==> config.mk <==
export PLATFORM = sky130hd
export DESIGN_NAME = alu_flag_ctrl
export DESIGN_NICKNAME = d
export VERILOG_FILES = /design/src/rtl/proc_pkg.sv /design/src/rtl/flag_update.sv /design/src/rtl/alu_flag_ctrl.sv
export SDC_FILE = /design/constraint.sdc
export NUM_CORES = 1
export LEC_CHECK = 0
export CORE_MARGIN = 4
export CORE_UTILIZATION = 37
export DETAILED_ROUTE_END_ITERATION = 8
export GPL_TIMING_DRIVEN = 0
export PLACE_DENSITY = 0.76
export SLEW_MARGIN = 5
export SYNTH_ARGS = -nofsm -noshare
export SYNTH_HDL_FRONTEND = slang
export SYNTH_SLANG_ARGS = --single-unit
export TNS_END_PERCENT = 30
==> constraint.sdc <==
create_clock -name clk -period 1.5 [get_ports clk]
set_clock_uncertainty 0.05 [all_clocks]
set_input_delay 0.225 -clock clk [delete_from_list [all_inputs] [get_ports clk]]
set_output_delay 0.225 -clock clk [all_outputs]
set_load 0.05 [all_outputs]
==> src/rtl/proc_pkg.sv <==
// Shared definitions for the execute stage: opcodes, ALU control
// encodings, condition-code bit positions and the interrupt FSM state.
package proc_pkg;

   localparam int OPW = 5;

   localparam logic [OPW-1:0] OP_NOP  = 5'd0;
   localparam logic [OPW-1:0] OP_ADD  = 5'd1;
   localparam logic [OPW-1:0] OP_NOT  = 5'd2;
   localparam logic [OPW-1:0] OP_LDD  = 5'd3;
   localparam logic [OPW-1:0] OP_STD  = 5'd4;
   localparam logic [OPW-1:0] OP_SETC = 5'd5;
   localparam logic [OPW-1:0] OP_CLRC = 5'd6;
   localparam logic [OPW-1:0] OP_JZ   = 5'd7;
   localparam logic [OPW-1:0] OP_JN   = 5'd8;
   localparam logic [OPW-1:0] OP_JC   = 5'd9;
   localparam logic [OPW-1:0] OP_JMP  = 5'd10;

   localparam logic [3:0] ALU_ADD      = 4'h0;
   localparam logic [3:0] ALU_NOT      = 4'h1;
   localparam logic [3:0] ALU_PASS_LDD = 4'h2;
   localparam logic [3:0] ALU_PASS_STD = 4'h3;
   localparam logic [3:0] ALU_IDLE     = 4'hF;

   localparam int CCR_C = 2;
   localparam int CCR_N = 1;
   localparam int CCR_Z = 0;

   typedef enum logic {
      ST_RUN,
      ST_INT_HELD
   } int_state_e;

endpackage

==> src/rtl/flag_update.sv <==
// Combinational next-CCR and branch decision for one opcode.
// Ports: op_code, ccr, alu_c/n/z in; ccr_next, take out.
module flag_update
   import proc_pkg::*;
(
   input  logic [OPW-1:0] op_code,
   input  logic [2:0]     ccr,
   input  logic           alu_c,
   input  logic           alu_n,
   input  logic           alu_z,
   output logic [2:0]     ccr_next,
   output logic           take
);

   always_comb begin
      ccr_next = ccr;
      take     = 1'b0;
      unique case (op_code)
         OP_ADD: begin
            ccr_next[CCR_C] = alu_c;
            ccr_next[CCR_N] = alu_n;
            ccr_next[CCR_Z] = alu_z;
         end
         OP_NOT, OP_LDD: begin
            ccr_next[CCR_N] = alu_n;
            ccr_next[CCR_Z] = alu_z;
         end
         OP_SETC: ccr_next[CCR_C] = 1'b1;
         OP_CLRC: ccr_next[CCR_C] = 1'b0;
         // Conditional jumps consume the flag they test.
         OP_JZ: begin
            take            = ccr[CCR_Z];
            ccr_next[CCR_Z] = 1'b0;
         end
         OP_JN: begin
            take            = ccr[CCR_N];
            ccr_next[CCR_N] = 1'b0;
         end
         OP_JC: begin
            take            = ccr[CCR_C];
            ccr_next[CCR_C] = 1'b0;
         end
         OP_JMP: take = 1'b1;
         default: ;
      endcase
   end

endmodule

==> src/rtl/alu_flag_ctrl.sv <==
// Execute-stage ALU control decode, CCR ownership and interrupt save/restore.
// Ports: clk, rst, stall, flush, op_valid, op_code, alu_c/n/z, int_req, rti in;
//        alu_ctrl, ccr, branch_taken, int_held, rti_err out.
module alu_flag_ctrl
   import proc_pkg::*;
(
   input  logic           clk,
   input  logic           rst,
   input  logic           stall,
   input  logic           flush,
   input  logic           op_valid,
   input  logic [OPW-1:0] op_code,
   input  logic           alu_c,
   input  logic           alu_n,
   input  logic           alu_z,
   input  logic           int_req,
   input  logic           rti,
   output logic [3:0]     alu_ctrl,
   output logic [2:0]     ccr,
   output logic           branch_taken,
   output logic           int_held,
   output logic           rti_err
);

   int_state_e state_q;
   logic [2:0] ccr_q;
   logic [2:0] saved_q;
   logic       bt_q;
   logic       rti_err_q;

   logic       live;
   logic [2:0] fu_ccr;
   logic       fu_take;
   logic [2:0] ccr_d;
   logic       bt_d;

   always_comb begin
      alu_ctrl = ALU_IDLE;
      if (op_valid) begin
         unique case (op_code)
            OP_ADD:  alu_ctrl = ALU_ADD;
            OP_NOT:  alu_ctrl = ALU_NOT;
            OP_LDD:  alu_ctrl = ALU_PASS_LDD;
            OP_STD:  alu_ctrl = ALU_PASS_STD;
            default: alu_ctrl = ALU_IDLE;
         endcase
      end
   end

   flag_update u_flag_update (
      .op_code  (op_code),
      .ccr      (ccr_q),
      .alu_c    (alu_c),
      .alu_n    (alu_n),
      .alu_z    (alu_z),
      .ccr_next (fu_ccr),
      .take     (fu_take)
   );

   assign live  = op_valid & ~flush & ~stall;
   assign ccr_d = live ? fu_ccr : ccr_q;
   assign bt_d  = live & fu_take;

   always_ff @(posedge clk or posedge rst) begin
      if (rst) begin
         state_q   <= ST_RUN;
         ccr_q     <= 3'b000;
         saved_q   <= 3'b000;
         bt_q      <= 1'b0;
         rti_err_q <= 1'b0;
      end else if (!stall) begin
         bt_q      <= bt_d;
         rti_err_q <= 1'b0;
         ccr_q     <= ccr_d;
         unique case (state_q)
            ST_RUN: begin
               if (rti) rti_err_q <= 1'b1;
               // Snapshot includes this cycle's op so it is not lost.
               if (int_req) begin
                  saved_q <= ccr_d;
                  state_q <= ST_INT_HELD;
               end
            end
            ST_INT_HELD: begin
               if (rti) begin
                  ccr_q   <= saved_q;
                  state_q <= ST_RUN;
               end
            end
            default: state_q <= ST_RUN;
         endcase
      end
   end

   assign ccr          = ccr_q;
   assign branch_taken = bt_q;
   assign rti_err      = rti_err_q;
   assign int_held     = (state_q == ST_INT_HELD);

endmodule
==> results.toml, run 1 <==
[placement]
pre_cts_slack_ns = -0.8977
place_congestion = 0.8190
dp_hpwl_um = 1205
place_inst = 112
place_area_um2 = 882.1
io_buffers = 21

[sta]
finalSetupViolCount = 1
fmax_ghz = 0.6349
fin_crit_sh = 1.050
worst_pin_slew_ns = 0.4902
min_period_ns = 1.575
final_hold_viol_count = 0
setup_slack_ns = -0.07517
relSlewSlack = 0.6745
grt_setup_unrepaired = "true"
drv_slew = 0

[critical_path]
critPathMaxFanout = 6
worst_ep_arrival_time_ns = 1.65
end_kind = "register"
start_kind = "primary input"
cp_slowest_cell = "or4b_4"
max_stage_delay_ns = 0.58
crit_chain = "buf_6 > or4b_4 > a211o_1 > a222oi_1 > o22ai_1"
ff2ff_path_depth = 4
r2r_slack_ns = 0.21
critPathRequiredTime_ns = 1.58
crit_type = "in -> reg"

[final_layout]
drive_above_1_share = 0.2772
multi_input_area_um2 = 354.1
final_core_util = 0.5925
design_area_um2 = 913.4
fillers = 148
area_growth_pct = 49.28
final_net_count = 117
layoutNonFillerInstCount = 117
final_common_cell = "dfrtp_1"
final_cell_mix = "9 x dfrtp_1, 7 x inv_1, 6 x nor2_1, 6 x clkdlybuf4s50_1"
seq_area_um2 = 225.2
diodes = 0

[clocking]
cts-buffers-inserted = 3
path_clk_slew_ns = 0.06
clock-sinks = 9
ctsHoldBuffers = 0
htree_num_levels = 1
cts_tree = "built"
cts_buffer_depth = 2
cts_root_buffer = "clkbuf_4"
insertion_delay_ns = 0.26

[grt]
grt_pass1_vias = 591
grt_usage = 0.1291
grt_pass1_wl_um = 2435
antenna_found_initial = 0
globalRouteOverflowTotal = 0
grt_max_degree = 11

[power]
ir_drop_mv = 0.6769
p_leak_nw = 0.4089
p_per_area_mw_per_mm2 = 1023

[run_status]
violations = "negative setup slack"
outcome = "finished, violations left"

[logic_synthesis]
yosys_warnings = 0
synth_fp_nets = 90
synth_area_um2 = 611.8
ys_ff_latch = 9
synth_cell_types = 36
syn-instance-count = 75
synthFlopType = "dfrtp_1"
async_flop_share = 1.000
ys_seq_area_frac = 0.3681
synth_edf_count = 0
synth.avg_cell_area_um2 = 8.158

[detailed_routing]
route.detailed.drc = 0
vias = 647
drtAntennaViolNets = 0
drt_pre_antenna_iters = 4
wl_per_cell_um = 13.06
drt_iter0_drc = 7
vias_per_cell = 5.530
wirelength_um = 1528

[run]
max-cap-violations = 0

[floorplanning]
initial_core_util = 0.3969
row_count = 14
num_io_pins = 25
dieWidth_um = 48.67
core_mm2 = 0.001541
chipHeight_um = 48.67
dieArea_mm2 = 0.002368

[min_path]
hold_class = "in -> async"
cell families (layout without fill, tap and decap cells):
kind of cell,Yosys count,after routing,share of synthesized area
AO/OA/AOI/OAI,24,24,0.2638
XOR/XNOR,2,2,0.02864
adder cells (fa/ha/maj),1,1,0.01636
buffers and inverters,14,40,0.09610
flip-flops,9,9,0.3681
AND/OR/NAND/NOR,25,25,0.2270
power breakdown:
group / switching (mW) / internal, mW
Sequential: 0.0511 / 0.306
Combinational: 0.242 / 0.157
Clock: 0.0769 / 0.102
Total: 0.370 / 0.564
worst max-delay path, delay by kind of cell:
kind	cells	cell delay [ns]
AO/OA/AOI/OAI	3	0.77
buffers and inverters	1	0.09
AND/OR/NAND/NOR	1	0.58
layout make-up:
cell class              count  area share
multi-input cells          52      0.3877
flip-flops and latches      9      0.2466
repair buffers             24      0.2342
plain buffers               5     0.05205
clock buffers               4     0.02877
inverters                   7     0.02877
well taps                  16     0.02192
synth_stat cells, types with 2 or more instances:
library cell / count / area [um^2]
nor3_1: 2 / 10.01
nor2_1: 6 / 22.52
dfrtp_1: 9 / 225.2
nand2_1: 5 / 18.77
nand4_1: 3 / 18.77
inv_1: 7 / 26.28
a21oi_1: 5 / 25.02
a31oi_1: 2 / 12.51
o22ai_1: 2 / 12.51
clkbuf_1: 4 / 15.01
o21ai_0: 5 / 25.02
sequential cells by signal (all words and copies together), names as in the netlist:
signal	flops
saved_q	3
rti_err	1
int_held	1
ccr	3
branch_taken	1
final timing paths:
path                                     startpoint                        to
max                                           flush        ccr[1]$_DFFE_PP0N_
min                                             rst    saved_q[2]$_DFFE_PP0P_
max reg2reg                    int_held$_DFFE_PP0N_        ccr[0]$_DFFE_PP0N_
min reg2reg                branch_taken$_DFFE_PP0N_  branch_taken$_DFFE_PP0N_
max in group asynchronous                       rst  branch_taken$_DFFE_PP0N_
min in group clk                         op_code[1]  branch_taken$_DFFE_PP0N_
per-layer routing:
layer  track usage  up-vias  wire (um)
met5             0        -          0
met3       0.04601        5         76
met1        0.1590      301        672
met2        0.2152       16        754
met4       0.02691        0         24
li1              -      325          -
per-stage QoR:
| stage | total power [mW] | setup TNS [ns] | hold WS [ns] |
|---|---|---|---|
| 5_1_grt | 0.9917 | -0.1114 | 0.1872 |
| 3_5_place_dp | 0.7784 | -7.867 | 0.4316 |
| 4_1_cts | 0.9433 | -0.1867 | 0.1706 |
| 6_report | 0.9347 | -0.07517 | 0.1673 |
| 3_3_place_gp | 0.7689 | -7.505 | 0.4322 |
| 2_1_floorplan | 0.6324 | -1.012 | 0.002918 |
repair_timing:
item / in CTS / in global routing
gates cloned: 0 / 0
setup endpoints to repair: 17 / 11
resized for setup: 54 / 8
pin swaps: 5 / 5
setup buffers: 3 / 0
Power figures use the tool's default switching activity.
==> inputs of run 2 (changes only) <==
--- a/config.mk
+++ b/config.mk
@@ -7,6 +7,7 @@
 export LEC_CHECK = 0
 export CORE_MARGIN = 4
 export CORE_UTILIZATION = 37
+export CTS_CLUSTER_DIAMETER = 80
 export DETAILED_ROUTE_END_ITERATION = 8
 export GPL_TIMING_DRIVEN = 0
 export PLACE_DENSITY = 0.76
==> results of run 2 <==
The final DEF is identical to that of run 1; final timing and power are the same.
==> inputs of run 3 (changes only) <==
--- a/config.mk
+++ b/config.mk
@@ -5,7 +5,7 @@
 export SDC_FILE = /design/constraint.sdc
 export NUM_CORES = 1
 export LEC_CHECK = 0
-export CORE_MARGIN = 4
+export CORE_MARGIN = 3
 export CORE_UTILIZATION = 37
 export CTS_CLUSTER_DIAMETER = 80
 export DETAILED_ROUTE_END_ITERATION = 8
==> results.toml, run 3 (same netlist as run 1, synthesis figures left out) <==
[final_layout]
drive_above_1_share = 0.2871
final_cell_mix = "9 x dfrtp_1, 7 x inv_1, 6 x nor2_1, 6 x clkdlybuf4s50_1"
diodes = 0
final_net_count = 117
area_growth_pct = 47.44
multi_input_area_um2 = 354.1
fillers = 140
design_area_um2 = 902.1
final_common_cell = "dfrtp_1"
seq_area_um2 = 225.2
final_core_util = 0.5920

[sta]
worst_pin_slew_ns = 0.4914
setup_slack_ns = 0.001544
finalSetupViolCount = 0
relSlewSlack = 0.6737
fin_crit_sh = 0.9990
final_hold_viol_count = 0
drv_slew = 0
grt_setup_unrepaired = "true"
fmax_ghz = 0.6674
min_period_ns = 1.498

[placement]
io_buffers = 21
dp_hpwl_um = 1134
place_area_um2 = 882.1
place_congestion = 0.8192
pre_cts_slack_ns = -0.8551

[detailed_routing]
vias = 653
drt_iter0_drc = 18
route.met2.wl_um = 709
drt_pre_antenna_iters = 4
routed-wl-met3_um = 84
wl_met1_um = 697
route.detailed.drc = 0
vias_per_cell = 5.581
wl_per_cell_um = 12.85
highest_layer = "met4"
drtAntennaViolNets = 0
wirelength_um = 1504

[power]
intPower_uw = 558.6
pwr-share-seq = 0.384
power_uw = 932.4
p_per_area_mw_per_mm2 = 1034
p_switching_uw = 373.8
switching_share = 0.4009
power_frac_clock = 0.195
pwr-share-comb = 0.420
p_leak_nw = 0.4065
ir_drop_mv = 0.6404

[critical_path]
start_kind = "primary input"
worst_ep_arrival_time_ns = 1.57
crit_type = "in -> reg"
end_kind = "register"
critPathMaxFanout = 5
crit_chain = "buf_8 > or4b_4 > a211o_1 > a222oi_1 > o22ai_1"
critPathRequiredTime_ns = 1.58
cpLargestDelayFamily = "compound AO/OA/AOI/OAI gates"
cp_slowest_cell = "or4b_4"
critPathBufInv = 1
max_stage_delay_ns = 0.57
ff2ff_path_depth = 5
cp.depth = 5

[floorplanning]
core_mm2 = 0.001524
num_io_pins = 25
dieArea_mm2 = 0.002178
chipHeight_um = 46.67
dieWidth_um = 46.67
row_count = 14
initial_core_util = 0.4015

[clocking]
clock-sinks = 9
cts_root_buffer = "clkbuf_4"
cts_tree = "built"
cts-buffers-inserted = 3
ctsHoldBuffers = 0
insertion_delay_ns = 0.26
htree_num_levels = 1
path_clk_slew_ns = 0.06
cts_buffer_depth = 2

[run_status]
outcome = "finished, final reports clean"

[grt]
grt_usage = 0.1565
grt_pass1_vias = 570
grt_max_degree = 11
antenna_found_initial = 0
globalRouteOverflowTotal = 0
grt_pass1_wl_um = 2421

[min_path]
hold_class = "in -> async"

[run]
max-cap-violations = 0
## run 3: cell count changes in the layout (fill, tap and decap cells not counted)
cell / change
buf_6: -1
clkdlybuf4s15_1: -1
clkbuf_4: -1
clkbuf_2: +1
buf_2: +1
buf_4: +1
## run 3: power by group through the flow
stage | Sequential, mW | Combinational (mW) | Clock (mW)
2_1_floorplan | 0.465 | 0.168 | 0
3_3_place_gp | 0.359 | 0.410 | 0
3_5_place_dp | 0.361 | 0.416 | 0
4_1_cts | 0.355 | 0.398 | 0.192
5_1_grt | 0.367 | 0.427 | 0.198
6_report | 0.358 | 0.392 | 0.182
## run 3: through the flow
stage               hold WS, ns  std cells  setup TNS [ns]
floorplan              0.002918         75          -1.012
global placement         0.4327        112          -7.440
detailed placement       0.4382        112          -7.674
CTS                      0.1838        118         -0.1077
global route             0.1992        117        -0.08643
finish                   0.1730        117               0
## run 3: area by class of cell
| class | instances | share of cell area |
|---|---|---|
| Inverter | 7 | 0.02913 |
| Buffer | 5 | 0.05270 |
| Multi-Input combinational cell | 52 | 0.3925 |
| Clock buffer | 4 | 0.02913 |
| Sequential cell | 9 | 0.2497 |
| Timing Repair Buffer | 24 | 0.2247 |
| Tap cell | 16 | 0.02219 |
## run 3: worst paths after layout
path,startpoint,to,slack (ns)
hold reg to reg,branch_taken$_DFFE_PP0N_,branch_taken$_DFFE_PP0N_,0.44
hold / removal,rst,saved_q[2]$_DFFE_PP0P_,0.17
min in group clk,op_code[1],branch_taken$_DFFE_PP0N_,0.30
setup / recovery,stall,ccr[1]$_DFFE_PP0N_,0.002
max in group asynchronous,rst,saved_q[1]$_DFFE_PP0P_,0.98
setup reg to reg,int_held$_DFFE_PP0N_,saved_q[0]$_DFFE_PP0P_,0.15
## run 3: layer usage
| layer | global-route usage | vias to the layer above |
|---|---|---|
| met1 | 0.2128 | 303 |
| met3 | 0.06250 | 2 |
| met4 | 0.01657 | 0 |
| met2 | 0.2418 | 23 |
| met5 | 0 | - |
| li1 | - | 325 |
## run 3: timing repair
item / CTS / global route
cloned: 0 / 0
gates resized for setup: 54 / 7
endpoints found under the setup margin: 17 / 12
pin swaps: 5 / 4
setup buffers: 2 / 1
